==> config.mk <==
export PLATFORM = sky130hd
export DESIGN_NAME = hazard_detection_unit
export DESIGN_NICKNAME = d
export VERILOG_FILES = /design/src/rtl/hazard_detection_unit.sv
export SDC_FILE = /design/constraint.sdc
export NUM_CORES = 1
export LEC_CHECK = 0
export BUFFER_PORTS_ARGS = -buffer_cell sky130_fd_sc_hd__buf_2
export CAP_MARGIN = 0
export CORE_MARGIN = 2
export CORE_UTILIZATION = 45
export CTS_CLUSTER_DIAMETER = 150
export DETAILED_ROUTE_END_ITERATION = 8
export PLACE_DENSITY = 0.8
export SYNTH_ARGS = -nofsm -noshare
export SYNTH_HDL_FRONTEND = slang
export SYNTH_SLANG_ARGS = --single-unit
==> constraint.sdc <==
create_clock -name clk_i -period 5.7 [get_ports clk_i]
set_clock_uncertainty 0.1 [all_clocks]
set_input_delay 1.14 -clock clk_i [delete_from_list [all_inputs] [get_ports clk_i]]
set_output_delay 1.14 -clock clk_i [all_outputs]
set_load 0.02 [all_outputs]
==> src/rtl/hazard_detection_unit.sv <==
// Pipeline hazard control: load-use stalls, multi-cycle MUL/DIV occupancy of EX,
// taken-branch flushes, data-memory freezes and a saturating stall-cycle counter.
module hazard_detection_unit #(
    parameter int MULDIV_LAT = 4,
    parameter int CNT_W      = 16
) (
    input  logic             clk_i,
    input  logic             rst_i,
    input  logic [4:0]       IF_ID_Rs1,
    input  logic [4:0]       IF_ID_Rs2,
    input  logic             IF_ID_UseRs2,
    input  logic             ID_EX_MemRead,
    input  logic [4:0]       ID_EX_Rd,
    input  logic             ID_EX_MulDiv,
    input  logic             Branch_Taken_i,
    input  logic             DMem_Stall_i,
    input  logic             Clr_Cnt_i,
    output logic             PCWrite_o,
    output logic             IF_ID_Write_o,
    output logic             IF_ID_Flush_o,
    output logic             ID_EX_Write_o,
    output logic             ID_EX_Bubble_o,
    output logic             EX_MEM_Bubble_o,
    output logic             MulDiv_Done_o,
    output logic [CNT_W-1:0] Stall_Cnt_o
);

    typedef enum logic {
        IDLE = 1'b0,
        BUSY = 1'b1
    } state_t;

    // The start cycle already stalls, so BUSY only needs LAT-2 more stall cycles before done.
    localparam logic [3:0] BUSY_LOAD = 4'(MULDIV_LAT - 2);

    state_t           state;
    state_t           state_next;
    logic [3:0]       cnt;
    logic [3:0]       cnt_next;
    logic [CNT_W-1:0] stall_cnt;
    logic             load_use_hit;

    assign load_use_hit = ID_EX_MemRead && (ID_EX_Rd != 5'd0) &&
                          ((ID_EX_Rd == IF_ID_Rs1) ||
                           (IF_ID_UseRs2 && (ID_EX_Rd == IF_ID_Rs2)));

    always_ff @(posedge clk_i or posedge rst_i) begin
        if (rst_i) begin
            state <= IDLE;
            cnt   <= 4'd0;
        end else begin
            state <= state_next;
            cnt   <= cnt_next;
        end
    end

    // A data-memory stall freezes every sequencing decision until it drops.
    always_comb begin
        state_next = state;
        cnt_next   = cnt;
        if (!DMem_Stall_i) begin
            case (state)
                IDLE: begin
                    if (ID_EX_MulDiv) begin
                        state_next = BUSY;
                        cnt_next   = BUSY_LOAD;
                    end
                end
                BUSY: begin
                    if (cnt != 4'd0) begin
                        cnt_next = cnt - 4'd1;
                    end else begin
                        state_next = IDLE;
                    end
                end
                default: begin
                    state_next = IDLE;
                    cnt_next   = 4'd0;
                end
            endcase
        end
    end

    always_comb begin
        PCWrite_o       = 1'b1;
        IF_ID_Write_o   = 1'b1;
        IF_ID_Flush_o   = 1'b0;
        ID_EX_Write_o   = 1'b1;
        ID_EX_Bubble_o  = 1'b0;
        EX_MEM_Bubble_o = 1'b0;
        MulDiv_Done_o   = 1'b0;
        if (rst_i) begin
            PCWrite_o = 1'b1;
        end else if (DMem_Stall_i) begin
            PCWrite_o     = 1'b0;
            IF_ID_Write_o = 1'b0;
            ID_EX_Write_o = 1'b0;
        end else if ((state == BUSY) && (cnt != 4'd0)) begin
            PCWrite_o       = 1'b0;
            IF_ID_Write_o   = 1'b0;
            ID_EX_Write_o   = 1'b0;
            EX_MEM_Bubble_o = 1'b1;
        end else if (state == BUSY) begin
            MulDiv_Done_o = 1'b1;
        end else if (ID_EX_MulDiv) begin
            PCWrite_o       = 1'b0;
            IF_ID_Write_o   = 1'b0;
            ID_EX_Write_o   = 1'b0;
            EX_MEM_Bubble_o = 1'b1;
        end else if (Branch_Taken_i) begin
            // The hazarding instruction in ID is being flushed, so a load-use hit is moot.
            IF_ID_Flush_o  = 1'b1;
            ID_EX_Bubble_o = 1'b1;
        end else if (load_use_hit) begin
            PCWrite_o      = 1'b0;
            IF_ID_Write_o  = 1'b0;
            ID_EX_Bubble_o = 1'b1;
        end
    end

    always_ff @(posedge clk_i or posedge rst_i) begin
        if (rst_i) begin
            stall_cnt <= '0;
        end else if (Clr_Cnt_i) begin
            stall_cnt <= '0;
        end else if (!PCWrite_o && (stall_cnt != {CNT_W{1'b1}})) begin
            stall_cnt <= stall_cnt + CNT_W'(1);
        end
    end

    assign Stall_Cnt_o = stall_cnt;

endmodule

Word level (Yosys, flattened, before mapping)
Index checks and enable logic that the tools add are counted.

storage, ports and cells
  register bits after elaboration = 21
  input port bits = 23
  output and inout port bits = 23
  logic and storage cells = 64

cells by class
  add/sub/neg operators = 2
  equality and inequality tests = 5
  muxes and demuxes = 41
  bitwise operators = 2
  reductions and logical operators = 11

operators with widths
  kind                                              number
  two-way mux 1 bit                                 35
  two-way mux 16 bit                                2
  adder 16 x 1 -> 16 bit, second input constant     1
  != test 16 bit, second input constant             1
  equality test 5 bit                               2
  two-way mux 4 bit                                 2
  case mux 4 bit (2 select lines)                   1
  logical AND 1 bit                                 5
  nonzero test 5 bit                                1
  nonzero test 4 bit                                1
  subtractor 4 x 1 -> 4 bit, second input constant  1
  AND reduction 3 bit                               1
  != test 2 x 1 -> 1 bit, second input constant     1
  != test 2 bit, second input constant              1
  inverter 1 bit                                    2
  case mux 1 bit (2 select lines)                   1
  nonzero test 2 bit                                1
  zero test 1 bit                                   1
  logical OR 1 bit                                  1

Depth between registers and ports, before layout
  depth after elaboration = 15
  gate-level depth with buffers = 10
  mapped depth without buffers = 8

Least setup slack after synthesis
Ideal clock, no wire load.

  path type = input port to output port
  start point = input port ID_EX_Rd[1]
  end point = output port PCWrite_o
  arrival = 2.310 ns
  required time = 4.460 ns
  slack = 2.150 ns
  stages = 4
  path buffers = 1
  path through = or4_1 o21ai_2 o31a_1 buf_4

on the way
  longest elaborated chain between the ends = 11
  elaborated cells on any way between the ends = 14
  classes of those cells = eq/ne (2); mux (7); reduce/logical (5)

RTL lines
  element                           RTL line  source
  start, declared                   13        input logic [4:0] ID_EX_Rd,
  equality test 5 bit               45        (IF_ID_UseRs2 && (ID_EX_Rd == IF_ID_Rs2)));
  logical AND 1 bit                 45
  logical OR 1 bit                  44        ((ID_EX_Rd == IF_ID_Rs1) ||
  logical AND 1 bit *               43        assign load_use_hit = ID_EX_MemRead && (ID_EX_Rd != 5'd0) &&
  two-way mux 1 bit * (7 in a row)  -
  end, declared                     18        output logic PCWrite_o,

Mark *: on every way between the ends. The rest lies on a longest branch, timed or not.

Worst setup path in the final report
  start point = input port ID_EX_Rd[1]
  end point = output port ID_EX_Bubble_o

on the way
  longest elaborated chain between the ends = 11
  elaborated cells on any way between the ends = 14
  classes of those cells = eq/ne (2); mux (7); reduce/logical (5)

RTL lines
  element              RTL line  source
  equality test 5 bit  45
  logical AND 1 bit    45
  logical OR 1 bit     44
  logical AND 1 bit *  43
  two-way mux 1 bit *  114       end else if (load_use_hit) begin
  two-way mux 1 bit *  110       end else if (Branch_Taken_i) begin
  two-way mux 1 bit *  105       end else if (ID_EX_MulDiv) begin
  two-way mux 1 bit *  103       end else if (state == BUSY) begin
  two-way mux 1 bit *  98        end else if ((state == BUSY) && (cnt != 4'd0)) begin
  two-way mux 1 bit *  94        end else if (DMem_Stall_i) begin
  two-way mux 1 bit *  92        if (rst_i) begin
  end, declared        22        output logic ID_EX_Bubble_o,

Marked as above.

==> out/summary.txt <==
Post-synth EDFFs -> 0
Slowest cell on crit path -> or4_1
H-tree Lvls -> 1
Routed WL -> 3007 um
Slew @ Worst Pin -> 1.068 ns
Pwr Density -> 231.6 nW/um^2
worst skew pair latency -> 0.31 ns
post_cts resized -> 0
outcome -> complete, no violations
Filler cells -> 255
Cells after DPL -> 222
initial core utilization -> 48.30%
sequential element share of the synthesized area -> 38.46%
vias -> 1284
CP max stage delay -> 0.53 ns
worst reg2reg endpoint -> Stall_Cnt_o[15]
CTS tree -> done
Worst Path Max Fanout -> 3
DRT iter0 DRCs -> 22
Mapped Cells -> 152
crit path from -> ID_EX_Rd[1]
vias per cell -> 5.681
Worst path top cell family by delay -> simple AND/OR/NAND/NOR gates
final setup vio count -> 0
worst reg-to-reg setup slack -> 3.10 ns
most frequent cells in the layout -> buf_2, dfrtp_1, a21oi_1, nand2_1, o21ai_0
cell depth of the worst setup path -> 6
Site Rows -> 19
Crit path required time -> 4.46 ns
leakage -> 0.7149 nW
Root Driver -> clkbuf_4
Die ar. -> 3493 sq um
hold crit path type -> reg -> reg
Final nets -> 221
total core area -> 2829 sq um
Tot GR Track Use -> 18.70%
first-pass GRT wire length -> 5099 um
crit path DAT -> 2.38 ns
FMAX -> 276.6 MHz
Area Growth Syn to Fin -> 17.03%
clk sinks -> 21
Async S/R FF share, synth -> 100.0%
antenna-violating nets left -> 0
Die Y-Extent -> 59.10 um
Worst Setup EP -> ID_EX_Bubble_o
vias in the first global route -> 1186
TritonCTS buffer count -> 3
largest net degree at the start of global routing -> 31
internal power -> 0.0002419 W
Crit Path Category -> in -> out
layout cell share with drive strength beyond 1 -> 32.82%
Clock transition at path regs -> 0.10 ns
Syn Nets -> 177
unrepaired setup endpoints after global routing -> no
Reg2Reg Depth -> 6
Pre-antenna DRT Iters -> 4
most common cell after layout, fill and taps aside -> buf_2
DRC errors left -> 0
maxcap violations -> 0
Most used DFF post-synth -> dfrtp_1
initial antenna violation count -> 0
Die X -> 59.10 um
critical-path cell list -> buf_2 > or4_1 > o21ai_2 > nor2_1 > o21a_1 > buf_2
startpoint types -> input port
Slew HR -> 28.81%
Syn Std Cell Area -> 1366 sq um
dpl hpwl -> 2244 um
Final period util -> 63.43%
number of synthesized register bits -> 21
CP dominant cell by count -> buf_2
routability congestion estimate -> 0.8183
Tmin final -> 3.616 ns
PortBufs -> 45
mean area per synthesized cell -> 8.989 sq um
final hold viol count -> 0
antenna cells -> 0
Critical Path End Type -> primary output
Clk pwr share -> 19.4%
Hold Buf Count CTS -> 0
GRT overflow -> 0
worst r2r src -> Stall_Cnt_o[6]
peak supply drop -> 120.5 uV
power share of the combinational group -> 30.1%
CTS Buffer Depth -> 2
max-slew violation count -> 0
Worst Path Buf+Inv -> 2
P_sw -> 0.0001284 W
switching portion of total power -> 34.67%
post-CTS setup buffer count -> 0
Unique masters post-synth -> 41
post-route insts no fill -> 226
Ports -> 46
Ys Warns -> 0
routed len/inst -> 13.31 um
setup TNS -> 0 ns
Flop pwr share -> 50.4%
synth_stat cells (all sizes together) (2+ instances only):
master	n	area [sq um]
or2	3	18.77
or3	9	65.06
or4	7	52.55
o31ai	5	37.54
a21oi	16	83.83
dfrtp	21	525.5
inv	5	18.77
nand3	5	25.02
buf	5	53.80
xnor2	10	87.58
and3	2	13.77
nor3	4	20.02
o21ai	14	73.82
o31a	2	17.52
ha	2	25.02
nand2	13	48.80
a311oi	2	23.77
nand4	6	37.54
mux2i	2	20.02
and2	2	15.02
nor2	7	26.28
worst min-delay path by stage:
stage / start / end / slack (ns) / cells after the start
finish: cnt[3] / cnt[3] / 0.44 / 2
floorplan: cnt[3] / cnt[3] / 0.38 / 2
global placement: cnt[3] / cnt[3] / 0.42 / 2
detailed placement: cnt[3] / cnt[3] / 0.42 / 2
global route: cnt[3] / cnt[3] / 0.51 / 2
CTS: cnt[3] / cnt[3] / 0.45 / 2
worst reg2reg max path, cell delays in order, from the launching register on:
cell and delay, ns:
dfrtp_1 0.47, nand4_1 0.18, nor3_1 0.37, a311oi_2 0.17, a21oi_2 0.82, o21ai_0 0.23
a21oi_1 0.19
area by class of cell:
type                       instances  area [sq um]  share of cell area [%]
inverter                           5         18.77                   1.174
clock buffer                       4         26.28                   1.643
multi-input combinational        120         764.5                   47.81
tap                               31         38.79                   2.426
timing repair buffer              45         225.2                   14.08
sequential                        21         525.5                   32.86
cells by family (layout without fill, tap and decap cells):
group                      after synthesis  in the layout  share of synthesized area [%]
AOI/OAI and AO/OA                       43             43                          19.42
xor gates and xnor gates                11             11                          7.051
muxes                                    2              2                          1.465
and+or+nand+nor                         62             62                          26.19
adders and majority gates                2              2                          1.831
buffers and inverters                   11             54                          5.586
DFF                                     21             21                          38.46
state kept, by name (all words and copies together), names as in the netlist:
name	cells
Stall_Cnt_o	16
cnt	4
state	1
through the flow:
stage / setup slack (ns) / hold slack [ns] / instance area (sq um) / total power (W) / util [%]
after floorplan: 2.150 / 0.3752 / 1366 / 0.0002757 / -
after global placement: 2.095 / 0.4211 / 1573 / 0.0002992 / 55.59
after detailed placement: 2.082 / 0.4232 / 1573 / 0.0003015 / 55.59
after CTS: 2.080 / 0.4459 / 1599 / 0.0003733 / 56.52
after global routing: 2.021 / 0.5082 / 1599 / 0.0003992 / 56.52
final: 2.084 / 0.4434 / 1599 / 0.0003703 / 56.52
power groups by stage:
| stage | Combinational [W] | Sequential, W | Clock (W) |
|---|---|---|---|
| 6_report | 0.000112 | 0.000187 | 0.0000720 |
| 5_1_grt | 0.000129 | 0.000189 | 0.0000805 |
| 4_1_cts | 0.000113 | 0.000186 | 0.0000743 |
| 3_5_place_dp | 0.000112 | 0.000189 | 0 |
| 3_3_place_gp | 0.000111 | 0.000188 | 0 |
| 2_1_floorplan | 0.0000892 | 0.000186 | 0 |
metal layers:
layer | track usage, % | routed length, um | part of all wire (%)
met1 | 24.09 | 1399 | 47
met2 | 31.90 | 1386 | 46
met3 | 3.275 | 181 | 6.0
met4 | 5.844 | 40 | 1.3
met5 | 0 | 0 | 0
No activity file was read; power rests on OpenSTA's default activity.
